`src/rtl/uart_tx_sched.sv`:
```
// Round-robin scheduler that multiplexes byte requesters onto one UART TX port
// and applies UART control-word updates only after the TX FIFO has drained and idled.
module uart_tx_sched #(
    parameter int unsigned NUM_REQ    = 4,
    parameter int unsigned DATA_WIDTH = 8,
    parameter logic [15:0] GUARD_CYC  = 16'd4400,
    parameter logic [31:0] CTRL_RST   = 32'h0000_3510
) (
    input  logic                          clk_i,
    input  logic                          rst_i,
    input  logic [NUM_REQ-1:0]            req_vld_i,
    input  logic [NUM_REQ*DATA_WIDTH-1:0] req_data_i,
    input  logic [NUM_REQ-1:0]            req_last_i,
    output logic [NUM_REQ-1:0]            req_rdy_o,
    input  logic                          cfg_vld_i,
    input  logic [31:0]                   cfg_word_i,
    output logic                          cfg_rdy_o,
    output logic                          cfg_done_o,
    output logic [DATA_WIDTH-1:0]         tx_data_o,
    output logic                          tx_vld_o,
    input  logic                          tx_rdy_i,
    input  logic [31:0]                   uart_state_i,
    output logic [31:0]                   ctrl_o,
    output logic                          ctrl_enable_o,
    output logic [NUM_REQ-1:0]            grant_o,
    output logic                          busy_o
);

    localparam int unsigned PTR_W = (NUM_REQ > 1) ? $clog2(NUM_REQ) : 1;

    typedef enum logic [2:0] {
        IDLE  = 3'd0,
        GRANT = 3'd1,
        DRAIN = 3'd2,
        GUARD = 3'd3,
        APPLY = 3'd4
    } state_t;

    state_t               state_q, state_d;
    logic [PTR_W-1:0]     ptr_q, ptr_d;
    logic [15:0]          guard_q, guard_d;
    logic [31:0]          word_q, word_d;
    logic [31:0]          ctrl_q, ctrl_d;
    logic [NUM_REQ-1:0]   grant_q, grant_d;
    logic                 busy_q, busy_d;
    logic                 cfg_rdy_q, cfg_rdy_d;
    logic                 cfg_done_q, cfg_done_d;
    logic                 ctrl_en_q, ctrl_en_d;

    logic                 arb_found;
    logic [PTR_W-1:0]     arb_idx;
    logic [PTR_W-1:0]     cand;
    logic                 fifo_empty;
    logic                 xfer_last;
    logic                 unused_state_bits;

    assign fifo_empty        = uart_state_i[1];
    assign unused_state_bits = ^{uart_state_i[31:2], uart_state_i[0]};

    // Round-robin search beginning one past the last granted requester
    always_comb begin
        arb_found = 1'b0;
        arb_idx   = '0;
        cand      = '0;
        for (int unsigned i = 1; i <= NUM_REQ; i++) begin
            cand = PTR_W'((32'(ptr_q) + i) % NUM_REQ);
            if (!arb_found && req_vld_i[cand]) begin
                arb_found = 1'b1;
                arb_idx   = cand;
            end
        end
    end

    // Owner datapath is combinational so a ready owner can stream one byte per cycle
    always_comb begin
        tx_data_o = '0;
        for (int unsigned k = 0; k < NUM_REQ; k++) begin
            if (grant_q[k]) begin
                tx_data_o = tx_data_o | req_data_i[k*DATA_WIDTH +: DATA_WIDTH];
            end
        end
    end

    assign tx_vld_o  = (state_q == GRANT) && |(grant_q & req_vld_i);
    assign req_rdy_o = (state_q == GRANT) ? (grant_q & {NUM_REQ{tx_rdy_i}}) : '0;
    assign xfer_last = (state_q == GRANT) && tx_rdy_i && |(grant_q & req_vld_i & req_last_i);

    always_comb begin
        state_d    = state_q;
        ptr_d      = ptr_q;
        guard_d    = guard_q;
        word_d     = word_q;
        ctrl_d     = ctrl_q;
        grant_d    = grant_q;
        cfg_rdy_d  = 1'b0;
        cfg_done_d = 1'b0;
        ctrl_en_d  = 1'b0;

        case (state_q)
            IDLE: begin
                if (cfg_vld_i) begin
                    cfg_rdy_d = 1'b1;
                    word_d    = cfg_word_i;
                    state_d   = DRAIN;
                end else if (arb_found) begin
                    grant_d = NUM_REQ'(1) << arb_idx;
                    ptr_d   = arb_idx;
                    state_d = GRANT;
                end
            end
            GRANT: begin
                if (xfer_last) begin
                    grant_d = '0;
                    state_d = IDLE;
                end
            end
            DRAIN: begin
                if (fifo_empty) begin
                    guard_d = GUARD_CYC;
                    state_d = GUARD;
                end
            end
            GUARD: begin
                // Any FIFO activity restarts the quiet period from DRAIN
                if (!fifo_empty) begin
                    state_d = DRAIN;
                end else if (guard_q == 16'd0) begin
                    ctrl_d     = word_q;
                    ctrl_en_d  = 1'b1;
                    cfg_done_d = 1'b1;
                    state_d    = APPLY;
                end else begin
                    guard_d = guard_q - 16'd1;
                end
            end
            APPLY: begin
                state_d = IDLE;
            end
            default: begin
                state_d = IDLE;
            end
        endcase

        busy_d = (state_d != IDLE);
    end

    always_ff @(posedge clk_i or posedge rst_i) begin
        if (rst_i) begin
            state_q    <= IDLE;
            ptr_q      <= PTR_W'(NUM_REQ - 1);
            guard_q    <= 16'd0;
            word_q     <= CTRL_RST;
            ctrl_q     <= CTRL_RST;
            grant_q    <= '0;
            busy_q     <= 1'b0;
            cfg_rdy_q  <= 1'b0;
            cfg_done_q <= 1'b0;
            ctrl_en_q  <= 1'b0;
        end else begin
            state_q    <= state_d;
            ptr_q      <= ptr_d;
            guard_q    <= guard_d;
            word_q     <= word_d;
            ctrl_q     <= ctrl_d;
            grant_q    <= grant_d;
            busy_q     <= busy_d;
            cfg_rdy_q  <= cfg_rdy_d;
            cfg_done_q <= cfg_done_d;
            ctrl_en_q  <= ctrl_en_d;
        end
    end

    assign grant_o       = grant_q;
    assign busy_o        = busy_q;
    assign cfg_rdy_o     = cfg_rdy_q;
    assign cfg_done_o    = cfg_done_q;
    assign ctrl_o        = ctrl_q;
    assign ctrl_enable_o = ctrl_en_q;

endmodule

```
`config.mk`:
```
export PLATFORM = sky130hd
export DESIGN_NAME = uart_tx_sched
export DESIGN_NICKNAME = d
export VERILOG_FILES = /design/src/rtl/uart_tx_sched.sv
export SDC_FILE = /design/constraint.sdc
export NUM_CORES = 1
export LEC_CHECK = 0
export CAP_MARGIN = 10
export CORE_ASPECT_RATIO = 1.75
export CORE_MARGIN = 3
export CORE_UTILIZATION = 40
export CTS_BUF_LIST = sky130_fd_sc_hd__clkbuf_16
export DETAILED_ROUTE_END_ITERATION = 10
export HOLD_SLACK_MARGIN = 0.03
export PLACE_DENSITY_LB_ADDON = 0.05
export SLEW_MARGIN = 20
export SYNTH_ARGS = -nofsm -noshare
export SYNTH_HDL_FRONTEND = slang
export SYNTH_SLANG_ARGS = --single-unit
```
`constraint.sdc`:
```
create_clock -name clk_i -period 3 [get_ports clk_i]
set_input_delay 0.6 -clock clk_i [delete_from_list [all_inputs] [get_ports clk_i]]
set_output_delay 0.6 -clock clk_i [all_outputs]
set_load 0.01 [all_outputs]
```
==> results of run 1 <==
[power breakdown]
group          switching (mW)  total, mW  internal [mW]
sequential              0.267       1.84           1.58
combinational           0.436       1.09          0.657
clock                   0.440       1.16          0.720
[registers in the layout (all words and copies together) (netlist names)]
name           flops
grant_o            4
ptr_q              2
state_q            3
ctrl_o            32
guard_q           16
busy_o             1
cfg_rdy_o          1
word_q            32
ctrl_enable_o      1
[metal layers]
metal  routed length [um]  up-vias  track usage (%)
met2                 5150       98             30.3
met1                 3980     1537             19.7
met4                  118        0             6.02
met3                  604        8             4.98
li1                     -     1500                -
met5                    0        -                0
[cells in the final DEF, fill, tap and decap left out, types with 3 or more instances in the layout]
master / instances
a21oi_1: 8
a22o_1: 4
a22oi_1: 18
and2_1: 6
and3_1: 5
buf_4: 3
clkbuf_16: 9
clkdlybuf4s50_1: 129
dfrtp_1: 80
dfstp_2: 12
inv_1: 6
mux2_2: 64
mux2i_1: 8
nand2_1: 21
nand2b_1: 9
nand3_1: 6
nand4_1: 3
nor2_1: 10
nor2b_1: 3
nor3_1: 3
nor4_1: 3
o21ai_0: 11
o31ai_1: 3
or2_2: 3
or3_1: 5
or4_1: 3
[metrics by stage]
step	util (%)	hold slack, ns	area [um^2]
finish	57.8	0.486	5990
detailed placement	54.8	0.482	5680
global route	57.8	0.519	5990
global placement	54.8	0.479	5680
floorplan	-	0.463	4260
CTS	57.8	0.491	5990
[critical path: cells and delay by family]
| family | cells | cell delay [ns] |
|---|---|---|
| buffers and inverters | 2 | 1.15 |
| AO/OA/AOI/OAI | 2 | 0.30 |
[final cells by class]
cell class,instances,area [um^2],share of cell area (%)
tap,127,159,2.65
timing repair buffer,134,1350,22.6
inverter,4,16.3,0.271
clock inverter,7,85.1,1.42
multi-input combinational,227,1840,30.6
sequential,92,2320,38.7
clock buffer,9,225,3.76
[how the worst min path moves through the flow]
stage | from | depth (start not counted) | slack [ns] | endpoint
final | ptr_q[0] | 2 | 0.49 | ptr_q[0]
after CTS | ptr_q[0] | 2 | 0.49 | ptr_q[0]
after global routing | word_q[24] | 1 | 0.52 | word_q[24]
after global placement | ptr_q[0] | 2 | 0.48 | ptr_q[0]
after detailed placement | ptr_q[0] | 2 | 0.48 | ptr_q[0]
after floorplan | ptr_q[0] | 2 | 0.46 | ptr_q[0]
[logic make-up after synthesis]
kind of cell	after synthesis	share of synthesized area [%]
adders and majority gates	1	0.294
DFF	92	54.4
and+or+nand+nor	96	14.2
AOI/OAI and AO/OA	58	9.58
buffers and inverters	20	2.67
muxes	72	18.8
==> out/metrics.cfg, run 1 <==
[run_status]
status = finished clean

[cts]
clk_latency_ns = 0.34
cts_setup_buffers = 0
holdBufCountCts = 0
clock-sinks = 92
cts_resized = 0
cts_buffer_depth = 2
cts_htree_levels = 3
root_buffer = clkbuf_16
clk_pin_slew_ns = 0.06
cts_tree = done
numCtsBuffers = 9

[sta]
setup_tns_ns = 0
fin_ws_ns = 0.347
fin_crit_sh_pct = 88.4
fmax_ghz = 0.377
hold_viol_final = 0
relSlewSlack_pct = 56.9
skew_ns = 0.00995
tightest_slew_ns = 0.641
maxSlewViolCount = 0
rsz0062_at_grt = false
setup_viol_count_final = 0
post-route-min-period_ns = 2.65

[yosys]
synth_top_cell_area_share_pct = 47.0
ys_types = 54
synth_top_area_cell = dfrtp_1
ys_top_cells_by_count = dfrtp_1, mux2_2, nand2_1
ys_ff_latch = 92
syn_avg_cell_area_um2 = 12.6
synthArstFlopShare_pct = 100
postSynthCellCount = 339
ys.flop_type = dfrtp_1
yosysSeqAreaShare_pct = 54.4
synth_area_leaders = dfrtp_1, mux2_2, dfstp_2
synth_area_mm2 = 0.00426
yosysMostFrequentCell = dfrtp_1
syn_nets = 448
synth_edf_count = 0
yosys_warnings = 0

[route]
wire_per_inst_um = 16.4
drcViolationCount = 0
via_per_inst = 5.24
drt_iter0_drc = 122
firstDrtPassIters = 4
routed_wl_um = 9850
ant_nets = 0
via_count = 3143

[critical_path]
criticalPathCategory = in -> out
worst_setup_path_end_kind = output port
critPathArrivalTime_ns = 2.05
slowest_delay_ns = 0.60
r2r-start = state_q[0]
cp_max_fo = 7
reg2reg_to = state_q[1]
path_cells = clkdlybuf4s50_1, a22oi_1, a21oi_1, clkdlybuf4s50_1
ff2ff_path_depth = 4
crit_path_end = tx_vld_o
cpMostUsedCell = clkdlybuf4s50_1
startpoint = req_vld_i[0]
rrSetupSlack_ns = 0.68
crit_required_ns = 2.40
crit_path_top_delay_cell = clkdlybuf4s50_1
startpoint_type = primary input

[finish]
n_fill_cell = 896
final_cells = 600
diodes = 0
drive_gt1_share_pct = 23.5
area_delta_synth_final_pct = 40.7
layout.nets = 577

[placed_design]
dp_hpwl_um = 7250
gp_congestion = 0.781
port_buffers = 129
post-place-ws_ns = 0.342
place_inst = 584

[grt]
grt_pass1_wl_um = 16600
grt-ovfl-total = 0
grt_pass1_vias = 3362
grt_max_degree = 40
antenna_found_initial = 0
track_usage_pct = 17.1

[floorplan]
ios = 161
core_area_mm2 = 0.0104
die_area_mm2 = 0.0120
die_x_um = 84.0
initial_core_util_pct = 41.1
die_h_um = 142
rows = 49

[pwr]
ir_drop_v = 0.000486
leakage_nw = 2.51
total_power_mw = 4.10
powerDensity_mw_per_mm2 = 684

[min_path]
hold_path_class = reg -> reg

[flow_run]
cap_violations = 0

(Power assumes the default switching activity.)
==> run 2: changes to the inputs <==
--- a/config.mk
+++ b/config.mk
@@ -8,7 +8,7 @@
 export CAP_MARGIN = 10
 export CORE_ASPECT_RATIO = 1.75
 export CORE_MARGIN = 3
-export CORE_UTILIZATION = 40
+export CORE_UTILIZATION = 25
 export CTS_BUF_LIST = sky130_fd_sc_hd__clkbuf_16
 export DETAILED_ROUTE_END_ITERATION = 10
 export HOLD_SLACK_MARGIN = 0.03
==> out/metrics.cfg, run 2 (synthesized netlist as in run 1, its figures left out) <==
[finish]
n_fill_cell = 1649  ; was 896
drive_gt1_share_pct = 24.0  ; was 23.5%
multi_input_area_mm2 = 0.00184  ; unchanged
layout_common_cells = clkdlybuf4s50_1, dfrtp_1, mux2_2  ; unchanged
layout.nets = 579  ; was 577
final_cell_area_mm2 = 0.00614  ; was 0.00599 mm^2
diodes = 0  ; unchanged
final_common_cell = clkdlybuf4s50_1  ; unchanged
area_delta_synth_final_pct = 44.1  ; was 40.7%
regArea_mm2 = 0.00232  ; unchanged

[grt]
track_usage_pct = 12.7  ; was 17.1%
grt_pass1_wl_um = 18900  ; was 16600 um
antenna_found_initial = 0  ; unchanged
grt_pass1_vias = 3580  ; was 3362
grt_max_degree = 45  ; was 40
grt-ovfl-total = 0  ; unchanged

[critical_path]
rrSetupSlack_ns = 0.55  ; was 0.68 ns
crit_cells = 4  ; unchanged
cpMostUsedCell = clkdlybuf4s50_1  ; unchanged
slowest_delay_ns = 0.59  ; was 0.60 ns
worst_setup_path_end_kind = output port  ; unchanged
path_cells = clkdlybuf4s50_1, a22oi_1, a21oi_1, clkdlybuf4s50_1  ; unchanged
r2r-start = state_q[0]  ; unchanged
cp_max_fo = 7  ; unchanged
cp_top_family = buffers and inverters  ; unchanged
criticalPathCategory = in -> out  ; unchanged
critPathArrivalTime_ns = 2.04  ; was 2.05 ns
startpoint = req_vld_i[0]  ; unchanged
ff2ff_path_depth = 5  ; was 4
reg2reg_to = ctrl_o[19]  ; was state_q[1]
cp_num_buf_inv = 2  ; unchanged
crit_required_ns = 2.40  ; about the same
crit_path_top_delay_cell = clkdlybuf4s50_1  ; unchanged
startpoint_type = primary input  ; unchanged

[min_path]
hold_path_class = reg -> reg  ; unchanged
hp-start = ptr_q[0]  ; unchanged
hold_depth = 2  ; unchanged
hold_end = ptr_q[0]  ; unchanged

[pwr]
ir_drop_v = 0.000344  ; was 0.000486 V
powerDensity_mw_per_mm2 = 670  ; was 684 mW/mm^2
leakage_nw = 2.51  ; about the same

[route]
firstDrtPassIters = 4  ; unchanged
via_per_inst = 4.64  ; was 5.24
via_count = 3240  ; was 3143
routed_wl_um = 11300  ; was 9850 um
ant_nets = 0  ; unchanged
drt_iter0_drc = 94  ; was 122
drcViolationCount = 0  ; unchanged
wire_per_inst_um = 16.1  ; was 16.4 um

[cts]
cts_tree = done  ; unchanged
cts_htree_levels = 3  ; unchanged
root_buffer = clkbuf_16  ; unchanged
cts_setup_buffers = 0  ; unchanged
cts_buffer_depth = 2  ; unchanged
clk_latency_ns = 0.34  ; about the same
clk_pin_slew_ns = 0.07  ; was 0.06 ns
cts_resized = 0  ; unchanged
holdBufCountCts = 0  ; unchanged
numCtsBuffers = 9  ; unchanged
clock-sinks = 92  ; unchanged

[sta]
rsz0062_at_grt = false  ; unchanged
hold_viol_final = 0  ; unchanged
post-route-min-period_ns = 2.64  ; was 2.65 ns
setup_viol_count_final = 0  ; unchanged
skew_ns = 0.00853  ; was 0.00995 ns
relSlewSlack_pct = 55.0  ; was 56.9%
tightest_slew_ns = 0.669  ; was 0.641 ns
maxSlewViolCount = 0  ; unchanged
setup_tns_ns = 0  ; unchanged
fin_crit_sh_pct = 87.9  ; was 88.4%
fmax_ghz = 0.379  ; was 0.377 GHz

[placed_design]
port_buffers = 129  ; unchanged
placed_area_mm2 = 0.00583  ; was 0.00568 mm^2
dp_hpwl_um = 8150  ; was 7250 um
gp_congestion = 0.755  ; was 0.781

[floorplan]
die_h_um = 179  ; was 142 um
rows = 62  ; was 49
die_x_um = 105  ; was 84.0 um
core_area_mm2 = 0.0165  ; was 0.0104 mm^2
initial_core_util_pct = 25.8  ; was 41.1%
die_area_mm2 = 0.0187  ; was 0.0120 mm^2
ios = 161  ; unchanged

[run_status]
status = finished clean  ; unchanged

[flow_run]
cap_violations = 0  ; unchanged

==> run 2: worst reg2reg max path, delay by kind of cell, from the launching register on <==
| kind | cells | cell delay [ns] |
|---|---|---|
| and+or+nand+nor | 3 | 1.07 |
| DFF | 1 | 0.64 |
| muxes | 1 | 0.38 |
| buffers and inverters | 1 | 0.24 |
==> run 2: through the flow <==
step | setup WS [ns] | cells | hold slack, ns | power [mW] | util (%)
after CTS | 0.335 | 699 | 0.503 | 4.19 | 37.1
after detailed placement | 0.347 | 683 | 0.490 | 3.01 | 35.3
after global routing | 0.251 | 699 | 0.512 | 4.38 | 37.1
after floorplan | 0.0279 | 339 | 0.463 | 2.48 | -
final | 0.363 | 699 | 0.496 | 4.11 | 37.1
after global placement | 0.351 | 683 | 0.481 | 2.97 | 35.3
==> run 2: per-layer routing <==
| metal | vias up | track usage, % | part of all wire, % |
|---|---|---|---|
| li1 | 1511 | - | - |
| met1 | 1614 | 13.9 | 40 |
| met2 | 105 | 23.5 | 53 |
| met3 | 10 | 3.37 | 6.0 |
| met4 | 0 | 4.43 | 1.5 |
| met5 | - | 0 | 0 |
==> run 2: cell type report <==
type	instances	share of cell area, %
clock inverter	7	1.31
inverter	4	0.265
sequential	92	37.8
timing repair buffer	136	22.5
multi-input combinational	227	29.9
tap	224	4.57
clock buffer	9	3.67
==> run 2: power breakdown <==
group / leakage (nW) / total, mW / internal [mW] / switching (mW)
Clock: 0.151 / 1.16 / 0.652 / 0.507
Combinational: 1.20 / 1.11 / 0.662 / 0.443
Sequential: 1.15 / 1.85 / 1.57 / 0.274
==> run 2: worst max path at each step <==
stage / endpoint / slack (ns)
after CTS: req_rdy_o[1] / 0.33
final: tx_vld_o / 0.36
after floorplan: busy_o / 0.03
after global routing: req_rdy_o[3] / 0.25
after global placement: tx_vld_o / 0.35
after detailed placement: tx_vld_o / 0.35
==> run 3: changes to the inputs <==
--- a/config.mk
+++ b/config.mk
@@ -13,7 +13,7 @@
 export DETAILED_ROUTE_END_ITERATION = 10
 export HOLD_SLACK_MARGIN = 0.03
 export PLACE_DENSITY_LB_ADDON = 0.05
-export SLEW_MARGIN = 20
+export SLEW_MARGIN = 40
 export SYNTH_ARGS = -nofsm -noshare
 export SYNTH_HDL_FRONTEND = slang
 export SYNTH_SLANG_ARGS = --single-unit
==> constraint.sdc (replaced) <==
create_clock -name clk_i -period 3 [get_ports clk_i]
set_input_delay 0.3 -clock clk_i [delete_from_list [all_inputs] [get_ports clk_i]]
set_output_delay 0.3 -clock clk_i [all_outputs]
set_load 0.01 [all_outputs]
==> out/metrics.cfg, run 3 (synthesized netlist as in run 1, its figures left out) <==
[placed_design]
gp_congestion = 0.758  ; was 0.755
placed_area_mm2 = 0.00580  ; was 0.00583 mm^2
dp_hpwl_um = 7820  ; was 8150 um
port_buffers = 129  ; unchanged

[grt]
grt_max_degree = 93  ; was 45
antenna_found_initial = 0  ; unchanged
grt_pass1_vias = 3506  ; was 3580
grt_pass1_wl_um = 18300  ; was 18900 um
track_usage_pct = 12.3  ; was 12.7%
grt-ovfl-total = 0  ; unchanged

[sta]
whs_ns = 0.381  ; was 0.496 ns
skew_ns = 0.0103  ; was 0.00853 ns
relSlewSlack_pct = 57.6  ; was 55.0%
setup_viol_count_final = 0  ; unchanged
hold_viol_final = 0  ; unchanged
rsz0062_at_grt = false  ; unchanged
maxSlewViolCount = 0  ; unchanged
post-route-min-period_ns = 2.22  ; was 2.64 ns
tightest_slew_ns = 0.632  ; was 0.669 ns
setup_tns_ns = 0  ; unchanged
fmax_ghz = 0.451  ; was 0.379 GHz
fin_crit_sh_pct = 73.9  ; was 87.9%

[finish]
final_common_cell = clkdlybuf4s50_1  ; unchanged
layout.nets = 577  ; was 579
layout_common_cells = clkdlybuf4s50_1, dfrtp_1, mux2_2  ; unchanged
area_delta_synth_final_pct = 42.8  ; was 44.1%
final_cell_area_mm2 = 0.00608  ; was 0.00614 mm^2
diodes = 0  ; unchanged
drive_gt1_share_pct = 23.9  ; was 24.0%

[cts]
holdBufCountCts = 0  ; unchanged
clock-sinks = 92  ; unchanged
clk_pin_slew_ns = 0.07  ; about the same
cts_setup_buffers = 0  ; unchanged
cts_buffer_depth = 2  ; unchanged
cts_htree_levels = 3  ; unchanged
cts_tree = done  ; unchanged
root_buffer = clkbuf_16  ; unchanged
clk_latency_ns = 0.34  ; about the same
numCtsBuffers = 9  ; unchanged
cts_resized = 0  ; unchanged

[critical_path]
criticalPathCategory = reg -> out  ; was in -> out
startpoint = state_q[0]  ; was req_vld_i[0]
cp_max_fo = 10  ; was 7
worst_setup_path_end_kind = output port  ; unchanged
r2r-start = guard_q[15]  ; was state_q[0]
critPathArrivalTime_ns = 1.92  ; was 2.04 ns
crit_required_ns = 2.70  ; was 2.40 ns
startpoint_type = flop  ; was primary input

[floorplan]
core_area_mm2 = 0.0165  ; unchanged
initial_core_util_pct = 25.8  ; unchanged
die_x_um = 105  ; unchanged
ios = 161  ; unchanged
die_h_um = 179  ; unchanged
die_area_mm2 = 0.0187  ; unchanged
rows = 62  ; unchanged

[route]
ant_nets = 0  ; unchanged
routed_wl_um = 11100  ; was 11300 um
via_count = 3179  ; was 3240
drcViolationCount = 0  ; unchanged
wire_per_inst_um = 15.9  ; was 16.1 um
via_per_inst = 4.56  ; was 4.64
firstDrtPassIters = 4  ; unchanged
drt_iter0_drc = 145  ; was 94

[flow_run]
cap_violations = 0  ; unchanged

[pwr]
leakage_nw = 2.48  ; was 2.51 nW
powerDensity_mw_per_mm2 = 664  ; was 670 mW/mm^2
ir_drop_v = 0.000305  ; was 0.000344 V

[run_status]
status = finished clean  ; unchanged

[min_path]
hold_path_class = in -> async  ; was reg -> reg

## run 3: final cells by class
| class | count | area, um^2 |
|---|---|---|
| Sequential cell | 92 | 2320 |
| Tap cell | 224 | 280 |
| Clock buffer | 9 | 225 |
| Clock inverter | 7 | 53.8 |
| Fill cell | 1630 | 10400 |
| Inverter | 4 | 16.3 |
| Multi-Input combinational cell | 227 | 1840 |
| Timing Repair Buffer | 134 | 1350 |
## run 3: critical path: stages (launching register included)
cell and delay (ns):
dfrtp_1 0.41, buf_4 0.20, and4bb_2 0.29, and2_1 0.13, clkdlybuf4s50_1 0.54
## run 3: path summary, 6_finish.rpt
| check | slack, ns | depth (start not counted) | to |
|---|---|---|---|
| setup / recovery | 0.78 | 4 | req_rdy_o[1] |
| hold / removal | 0.38 | 3 | grant_o[3] |
| setup reg to reg | 0.85 | 4 | state_q[1] |
| hold reg to reg | 0.49 | 2 | ptr_q[0] |
| max in group asynchronous | 2.20 | 3 | guard_q[13] |
| min in group clk_i | 0.49 | 2 | ptr_q[0] |
## run 3: where the power goes
group	total, mW	switching [mW]	internal (mW)
Sequential	1.84	0.269	1.57
Clock	1.08	0.513	0.570
Combinational	1.11	0.453	0.661
## run 3: metrics by stage
stage                     setup WS [ns]  std cells  utilization (%)  power (mW)
final                             0.782        697             36.8        4.04
after global routing              0.673        697             36.8        4.31
after CTS                         0.737        697             36.8        4.12
after detailed placement          0.779        681             35.1        3.00
after global placement            0.784        681             35.1        2.96
after floorplan                   0.328        339                -        2.48
## run 3: per-layer routing
layer	vias to the layer above	share of wire (%)	GRT usage, %
met5	-	0	0
met4	0	1.8	4.49
met3	13	7.6	4.17
met2	114	51	22.3
met1	1541	39	13.4
li1	1511	-	-
